[src/rtl/mc_control_unit.sv]
// mc_control_unit
// Multicycle control unit. It sequences FETCH/DECODE/EXEC/MEM/WB for a small
// MIPS-like subset (add, sub, and, or, slt, addi, lw, sw) and drives the
// datapath control strobes.
//
// Optional feature: define MC_CTRL_PERF_EN to build the instr_count and
// cycle_count performance counters. When it is undefined, both outputs are
// tied to zero and retired is still generated.
//
// Ports:
//   clk, rst        clock, synchronous active-high reset
//   instr[31:0]     instruction word, captured into IR only in FETCH
//   mem_ready       data-memory handshake, MEM holds while it is low
//   pc_en           PC advance strobe (FETCH)
//   reg_write_en    register file write (WB)
//   reg_dst         1 = rd, 0 = rt
//   alu_src         1 = sign-extended immediate, 0 = register B
//   alu_ctrl[2:0]   ALU operation
//   mem_write_en    data-memory write (MEM of sw with mem_ready)
//   mem_to_reg      1 = load data to register file
//   retired         one-cycle pulse when an instruction completes
//   illegal         sticky undecodable-instruction flag
//   state[2:0]      FETCH=0 DECODE=1 EXEC=2 MEM=3 WB=4
//   instr_count     retired-instruction counter (CNT_W bits)
//   cycle_count     cycles since reset (CNT_W bits)
module mc_control_unit #(
  parameter int CNT_W = 16
) (
  input  logic             clk,
  input  logic             rst,
  input  logic [31:0]      instr,
  input  logic             mem_ready,
  output logic             pc_en,
  output logic             reg_write_en,
  output logic             reg_dst,
  output logic             alu_src,
  output logic [2:0]       alu_ctrl,
  output logic             mem_write_en,
  output logic             mem_to_reg,
  output logic             retired,
  output logic             illegal,
  output logic [2:0]       state,
  output logic [CNT_W-1:0] instr_count,
  output logic [CNT_W-1:0] cycle_count
);

  typedef enum logic [2:0] {
    ST_FETCH  = 3'd0,
    ST_DECODE = 3'd1,
    ST_EXEC   = 3'd2,
    ST_MEM    = 3'd3,
    ST_WB     = 3'd4
  } state_t;

  state_t      state_r;
  state_t      state_next_s;
  logic [31:0] ir_r;
  logic        illegal_r;

  logic        is_rtype_s;
  logic        is_addi_s;
  logic        is_lw_s;
  logic        is_sw_s;
  logic        legal_s;
  logic [2:0]  alu_dec_s;
  logic        in_exec_s;
  logic        ir_operand_unused_s;

  // Register/immediate fields are consumed by the datapath, not by this unit.
  assign ir_operand_unused_s = ^ir_r[25:6];

  // Instruction decode from the held IR (never from the live instr bus).
  always_comb begin
    is_rtype_s = 1'b0;
    is_addi_s  = 1'b0;
    is_lw_s    = 1'b0;
    is_sw_s    = 1'b0;
    alu_dec_s  = 3'b010;
    case (ir_r[31:26])
      6'b000000: begin
        case (ir_r[5:0])
          6'b100000: begin is_rtype_s = 1'b1; alu_dec_s = 3'b010; end
          6'b100010: begin is_rtype_s = 1'b1; alu_dec_s = 3'b110; end
          6'b100100: begin is_rtype_s = 1'b1; alu_dec_s = 3'b000; end
          6'b100101: begin is_rtype_s = 1'b1; alu_dec_s = 3'b001; end
          6'b101010: begin is_rtype_s = 1'b1; alu_dec_s = 3'b111; end
          default:   begin is_rtype_s = 1'b0; alu_dec_s = 3'b010; end
        endcase
      end
      6'b001000: is_addi_s = 1'b1;
      6'b100011: is_lw_s   = 1'b1;
      6'b101011: is_sw_s   = 1'b1;
      default:   is_rtype_s = 1'b0;
    endcase
  end

  assign legal_s = is_rtype_s | is_addi_s | is_lw_s | is_sw_s;

  // Next-state logic.
  always_comb begin
    state_next_s = state_r;
    case (state_r)
      ST_FETCH:  state_next_s = ST_DECODE;
      ST_DECODE: begin
        if (legal_s) begin
          state_next_s = ST_EXEC;
        end else begin
          state_next_s = ST_FETCH;
        end
      end
      ST_EXEC: begin
        if (is_lw_s || is_sw_s) begin
          state_next_s = ST_MEM;
        end else begin
          state_next_s = ST_WB;
        end
      end
      ST_MEM: begin
        if (!mem_ready) begin
          state_next_s = ST_MEM;
        end else if (is_lw_s) begin
          state_next_s = ST_WB;
        end else begin
          state_next_s = ST_FETCH;
        end
      end
      ST_WB:   state_next_s = ST_FETCH;
      default: state_next_s = ST_FETCH;
    endcase
  end

  // State register, IR capture and sticky illegal flag.
  always_ff @(posedge clk) begin
    if (rst) begin
      state_r   <= ST_FETCH;
      ir_r      <= 32'h0000_0000;
      illegal_r <= 1'b0;
    end else begin
      state_r <= state_next_s;
      if (state_r == ST_FETCH) begin
        ir_r <= instr;
      end
      if ((state_r == ST_DECODE) && !legal_s) begin
        illegal_r <= 1'b1;
      end
    end
  end

  // Decoded controls are only exposed once the instruction reaches EXEC.
  assign in_exec_s = (state_r == ST_EXEC) || (state_r == ST_MEM) || (state_r == ST_WB);

  // Control outputs; strobes are held low while reset is asserted.
  always_comb begin
    pc_en        = 1'b0;
    reg_write_en = 1'b0;
    mem_write_en = 1'b0;
    retired      = 1'b0;
    reg_dst      = in_exec_s & is_rtype_s;
    alu_src      = in_exec_s & (is_addi_s | is_lw_s | is_sw_s);
    mem_to_reg   = in_exec_s & is_lw_s;
    if (in_exec_s) begin
      alu_ctrl = alu_dec_s;
    end else begin
      alu_ctrl = 3'b010;
    end
    if (rst) begin
      pc_en        = 1'b0;
      reg_write_en = 1'b0;
      mem_write_en = 1'b0;
      retired      = 1'b0;
    end else begin
      pc_en        = (state_r == ST_FETCH);
      reg_write_en = (state_r == ST_WB);
      mem_write_en = (state_r == ST_MEM) & is_sw_s & mem_ready;
      retired      = (state_r == ST_WB) | ((state_r == ST_MEM) & is_sw_s & mem_ready);
    end
  end

  assign state   = state_r;
  assign illegal = illegal_r;

`ifdef MC_CTRL_PERF_EN
  logic [CNT_W-1:0] instr_count_r;
  logic [CNT_W-1:0] cycle_count_r;

  // Performance counters, wrapping naturally at 2^CNT_W.
  always_ff @(posedge clk) begin
    if (rst) begin
      instr_count_r <= {CNT_W{1'b0}};
      cycle_count_r <= {CNT_W{1'b0}};
    end else begin
      cycle_count_r <= cycle_count_r + CNT_W'(1);
      if (retired) begin
        instr_count_r <= instr_count_r + CNT_W'(1);
      end
    end
  end

  assign instr_count = instr_count_r;
  assign cycle_count = cycle_count_r;
`else
  assign instr_count = {CNT_W{1'b0}};
  assign cycle_count = {CNT_W{1'b0}};
`endif

endmodule

[config.mk]
export PLATFORM = sky130hd
export DESIGN_NAME = mc_control_unit
export DESIGN_NICKNAME = d
export VERILOG_FILES = /design/src/rtl/mc_control_unit.sv
export SDC_FILE = /design/constraint.sdc
export NUM_CORES = 1
export LEC_CHECK = 0
export BUFFER_PORTS_ARGS = -buffer_cell sky130_fd_sc_hd__buf_2
export CAP_MARGIN = 30
export CORE_UTILIZATION = 25
export CTS_BUF_LIST = sky130_fd_sc_hd__clkbuf_16
export CTS_CLUSTER_SIZE = 40
export DETAILED_ROUTE_END_ITERATION = 12
export HOLD_SLACK_MARGIN = 0.15
export PLACE_DENSITY = 0.67
export SYNTH_ARGS = -nofsm -noshare
export SYNTH_HDL_FRONTEND = slang
export SYNTH_SLANG_ARGS = --single-unit
[constraint.sdc]
create_clock -name clk -period 2.5 [get_ports clk]
set_clock_uncertainty 0.05 [all_clocks]
set_input_delay 0.5 -clock clk [delete_from_list [all_inputs] [get_ports clk]]
set_output_delay 0.5 -clock clk [all_outputs]
set_load 0.02 [all_outputs]
==> results of run 1 <==
per-stage QoR:
step / total power, W / utilization / hold WS [ns] / area, µm² / TNS [ns]
after floorplan: 0.0004428 / - / 0.3818 / 1147 / 0
after global placement: 0.0004398 / 0.2955 / 0.3885 / 1122 / 0
after detailed placement: 0.0004427 / 0.2955 / 0.3949 / 1122 / 0
after CTS: 0.0007583 / 0.3188 / 0.4020 / 1211 / 0
after global routing: 0.0007918 / 0.3291 / 0.4261 / 1250 / -0.02583
final: 0.0007524 / 0.3291 / 0.3988 / 1250 / 0
final cells by class:
type	instances	area, µm²	area share
multi-input combinational	113	578.1	0.4625
sequential	16	322.8	0.2583
timing repair buffer	35	198.9	0.1592
clock buffer	3	75.07	0.06006
tap	48	60.06	0.04805
inverter	3	11.26	0.009009
clock inverter	1	3.754	0.003003
repair_timing:
action	CTS	global route
buffers inserted	1	2
resized for setup	1	7
endpoints found under the hold margin	0	0
pin swaps	0	2
setup endpoints to repair	1	1
tightest hold or removal path: stages (launching register included):
cell and delay, ns:
dfxtp_1 0.30, nand2_1 0.05, a21oi_1 0.05
cells by family after synthesis:
family / count (synthesis)
simple gates: 57
compound gates: 24
flops: 16
other cells: 1
buf+inv: 39
how the worst max path moves through the flow:
stage	to	startpoint	cells after the start	slack [ns]
CTS	alu_ctrl[1]	state[1]	5	0.01
detailed placement	alu_ctrl[1]	state[1]	5	0.21
finish	alu_ctrl[1]	state[0]	5	0.03
global placement	alu_ctrl[1]	state[1]	5	0.21
floorplan	retired	ir_r[28]	4	0.03
global route	alu_ctrl[1]	state[0]	5	-0.03
power by group:
group,leakage [nW],internal (W),switching [W]
logic,0.430,0.0000445,0.000104
registers,0.133,0.000275,0.0000161
clock network,0.0385,0.000212,0.000100
sequential cells by signal, summed over array words and instances (netlist names):
signal,cells
ir_r,12
state,3
illegal,1
cells in the final DEF (no fill, tap or decap), drive strengths merged, types with 2 or more instances in the layout:
| cell type | instances |
|---|---|
| a211oi | 2 |
| a21oi | 16 |
| and3 | 2 |
| buf | 35 |
| clkbuf | 3 |
| conb | 32 |
| dfxtp | 16 |
| inv | 3 |
| nand2 | 26 |
| nand2b | 2 |
| nor2 | 7 |
| nor2b | 2 |
| nor3 | 4 |
| or2 | 3 |
| or4b | 2 |
per-layer routing:
metal  track usage  share of wire  routed length (µm)  vias up
li1              -              -                   -      472
met1        0.1364           0.50                1089      397
met2        0.1607           0.43                 933       37
met3       0.03793          0.069                 150        0
met4       0.02394              0                   0        0
met5             0              0                   0        -
==> results.yml, run 1 <==
worst_setup_path:
  startpoint_type: "register"
  path_buf_inv: 1
  reg2reg_depth: 3
  cp_slowest_stage_delay_ns: 0.51
  critPathSlowestCell: "or4b_1"
  path_cells: "or3b_4 > a21oi_4 > nand4_1 > or4b_1 > buf_6"
  r2r-start: "state[1]"
  regToRegEndpoint: "state[1]"
  endpoint_kind: "output pin"
  crit_required_ns: 1.95
  worstSetupPathType: "reg -> out"
  path_delay_family: "simple AND/OR/NAND/NOR gates"
  path_max_fanout: 3
  cp.arrival_ns: 1.92
  r2r_setup_slack_ns: 1.09
worst_hold_path:
  hold_end: "ir_r[5]"
  hold_start: "ir_r[5]"
  hold_depth: 2
  hp-class: "reg -> reg"
detailed_routing:
  wl_per_cell_um: 9.922
  via_per_inst: 4.137
  first_pass_iters: 4
  drt-total-wl_mm: 2.173
  drc: 0
  route.antenna.remaining_nets: 0
  drt-initial-drc-count: 21
  vias: 906
floorplanning:
  ios: 81
  die_h_um: 66.22
  initial_core_util: 0.2714
  die-area_um2: 4385
  die_x_um: 66.22
  num_rows: 22
  fp.coreArea_um2: 3799
sta:
  fin_ws_ns: 0.03477
  rsz0062_at_grt: "yes"
  final_hold_viol_count: 0
  post-route-period-util: 0.9861
  maxSlewViolCount: 0
  min_period_ns: 2.465
  report.final.setup_viol: 0
  fmax_mhz: 405.6
power_and_ir_drop:
  p_per_area_nw_per_um2: 601.9
  leakage_nw: 0.6013
  vdd_drop_max_uv: 331.1
finish:
  num-fill-cells: 433
  final_nets: 207
  layout-drive-gt1-share: 0.2924
  area_delta_synth_final_pct: 21.24
  final_cells: 219
  antenna-diode-count: 0
clock_tree:
  cts_tree: "done"
  cts-buffers-inserted: 3
  cts-root-buf: "clkbuf_16"
  clock_sinks: 16
  path_clk_slew_ns: 0.05
  worstSkewPairLatency_ns: 0.25
  htree_levels: 1
  cts-hold-fix-buffers: 0
  clockBufferDepth: 2
synth:
  synth_area_leaders: "dfxtp_1 (31%), buf_4 (23%), nand2_1 (9.5%)"
  synth_cell_type_count: 33
  synth_top_family_by_area: "simple AND/OR/NAND/NOR gates"
  syn_area_per_cell_um2: 7.525
  synth_xor_area_frac: 0
  yosysMostFrequentCell: "buf_4"
  synthSimpleGateAreaFrac: 0.2816
  syn-cell-area_um2: 1031
  yosysTopAreaCell: "dfxtp_1"
  yosys-top-cells-count: "buf_4 (32), nand2_1 (26), dfxtp_1 (16), a21oi_1 (15), nor2_1 (7)"
  synth_fa_ha_area_frac: 0
  ys_seq_area_frac: 0.3107
  synthMuxAreaShare: 0
  synth_edf_count: 0
  async_flop_share: 0
  ys_ff_latch: 16
  yosys_warnings: 0
  synth_top_area_share: 0.3107
  synth_ff_type: "dfxtp_1"
  syn_inst: 137
  synth_compound_area_frac: 0.1456
placement:
  place_ws_ns: 0.2064
  place.gp.congestion: 0.7421
  dp_cells: 212
  io_buffers: 28
  hpwl_mm: 1.607
global_route:
  grt_max_degree: 21
  grt_pass1_wl_mm: 3.415
  grt_use_total: 0.1041
  grt.overflow.total: 0
  antenna_found_initial: 0
  first_global_vias: 760
run_status:
  status: "finished, final reports clean"
run:
  drv_cap: 0
Note: power is estimated with default switching activity, not from simulation.
==> run 2: changes to the inputs <==
- RECOVER_POWER: default -> 25
- SETUP_SLACK_MARGIN: default -> 0.15
- TNS_END_PERCENT: default -> 1
==> run 2 against run 1 <==
Hold slack is essentially flat. Flip-flop and latch count is the same. Highest routed layer is now met4. Non-clock buffer count shrank 2. Sequential share of layout area grew 0.38 points. Clock power is essentially flat. Register-to-register slack lost 0.03 ns. First-iteration DRC count shrank 24%. Largest cell class unchanged.
==> results.yml, run 2 (same netlist as run 1, synthesis figures left out) <==
run_status:
  status: "finished, final reports clean"
worst_setup_path:
  startpoint_type: "register"
  cp.arrival_ns: 1.93
  endpoint_kind: "output pin"
  path_max_fanout: 3
  crit_required_ns: 1.95
  worstSetupPathType: "reg -> out"
sta:
  rsz0062_at_grt: "yes"
  fmax_mhz: 402.5
  report.final.setup_viol: 0
  fin_ws_ns: 0.01523
  tns_ns: 0
  min_period_ns: 2.485
  whs_ns: 0.3985
  final_hold_viol_count: 0
  post-route-period-util: 0.9939
  maxSlewViolCount: 0
finish:
  final_common_cell: "conb_1"
  area_delta_synth_final_pct: 18.57
  largest_reg_flops: 12
  layout-drive-gt1-share: 0.2544
  largest_register: "ir_r"
  layout_common_cells: "conb_1 (32), nand2_1 (26), buf_2 (24)"
  post-route-util: 0.3218
  antenna-diode-count: 0
  final_cells: 217
  final_nets: 205
clock_tree:
  htree_levels: 1
  cts-root-buf: "clkbuf_16"
  clockBufferDepth: 2
  clock_sinks: 16
  worstSkewPairLatency_ns: 0.25
  cts-hold-fix-buffers: 0
  cts-buffers-inserted: 3
  cts_tree: "done"
  post_cts_buffers: 0
  path_clk_slew_ns: 0.05
power_and_ir_drop:
  leakage_nw: 0.5719
  p_per_area_nw_per_um2: 615.0
  vdd_drop_max_uv: 298.9
placement:
  place.gp.congestion: 0.7822
  place_ws_ns: 0.2147
  dp_cells: 213
  io_buffers: 28
  hpwl_mm: 1.572
worst_hold_path:
  hp-class: "reg -> reg"
detailed_routing:
  drt-initial-drc-count: 16
  vias: 921
  first_pass_iters: 4
  drc: 0
  route.antenna.remaining_nets: 0
  via_per_inst: 4.244
  wl_per_cell_um: 9.488
  drt-total-wl_mm: 2.059
floorplanning:
  num_rows: 22
  die_h_um: 66.22
  ios: 81
  die-area_um2: 4385
  fp.coreArea_um2: 3799
  die_x_um: 66.22
  initial_core_util: 0.2714
global_route:
  first_global_vias: 730
  grt_use_total: 0.1006
  grt.overflow.total: 0
  antenna_found_initial: 0
  grt_max_degree: 21
  grt_pass1_wl_mm: 3.298
run:
  drv_cap: 0
-- run 2: changes by cell type in the layout (fill, tap and decap cells not counted) --
| cell | previous run | this run |
|---|---|---|
| clkbuf_1 | 0 | 4 |
| buf_2 | 27 | 24 |
| buf_4 | 7 | 5 |
| dfxtp_1 | 14 | 16 |
| dfxtp_2 | 2 | 0 |
| buf_6 | 1 | 0 |
| nand2b_2 | 0 | 1 |
| nand2b_4 | 1 | 0 |
| nor4b_1 | 1 | 0 |
| nor4b_2 | 0 | 1 |
-- run 2: path summary, 6_finish.rpt --
| path | start | endpoint | slack [ns] | cells past startpoint |
|---|---|---|---|---|
| setup / recovery | state[1] | alu_ctrl[1] | 0.02 | 5 |
| hold / removal | ir_r[5] | ir_r[5] | 0.40 | 2 |
| setup reg to reg | state[2] | state[1] | 1.06 | 5 |
| hold reg to reg | ir_r[5] | ir_r[5] | 0.40 | 2 |
-- run 2: stage by stage --
stage	cell area (µm²)	power, W
finish	1222	0.0007518
global route	1222	0.0007875
CTS	1220	0.0007582
detailed placement	1136	0.0004424
global placement	1136	0.0004404
floorplan	1154	0.0004433
-- run 2: cell type report --
class                      count  area, µm²
clock buffer                   3      75.07
clock inverter                 1      3.754
fill                         445       2576
inverter                       3      11.26
multi-input combinational    113      579.3
sequential                    16      320.3
tap                           48      60.06
timing repair buffer          33      172.7
-- run 2: routing by layer --
metal / up-vias / routed length [µm] / GRT usage / share of wire
met5: - / 0 / 0 / 0
met4: 0 / 29 / 0.03989 / 0.014
met3: 5 / 145 / 0.03276 / 0.070
met2: 37 / 916 / 0.1505 / 0.44
met1: 414 / 968 / 0.1317 / 0.47
li1: 465 / - / - / -
-- run 2: worst max-delay path: stages, from the launching register on --
cell	delay (ns)
dfxtp_1	0.31
or3b_4	0.42
a21oi_4	0.15
nand4_1	0.13
or4b_1	0.50
buf_2	0.18
-- run 2: what timing repair did --
| item | CTS | global route |
|---|---|---|
| hold endpoints to repair | 0 | 0 |
| resized for setup | 2 | 1 |
| setup endpoints to repair | 1 | 2 |
| pin swaps | 1 | 0 |
-- run 2: where the power goes --
| group | switching [W] | internal [W] |
|---|---|---|
| Combinational | 0.000103 | 0.0000429 |
| Sequential | 0.0000165 | 0.000275 |
| Clock | 0.000102 | 0.000212 |
| Total | 0.000222 | 0.000530 |
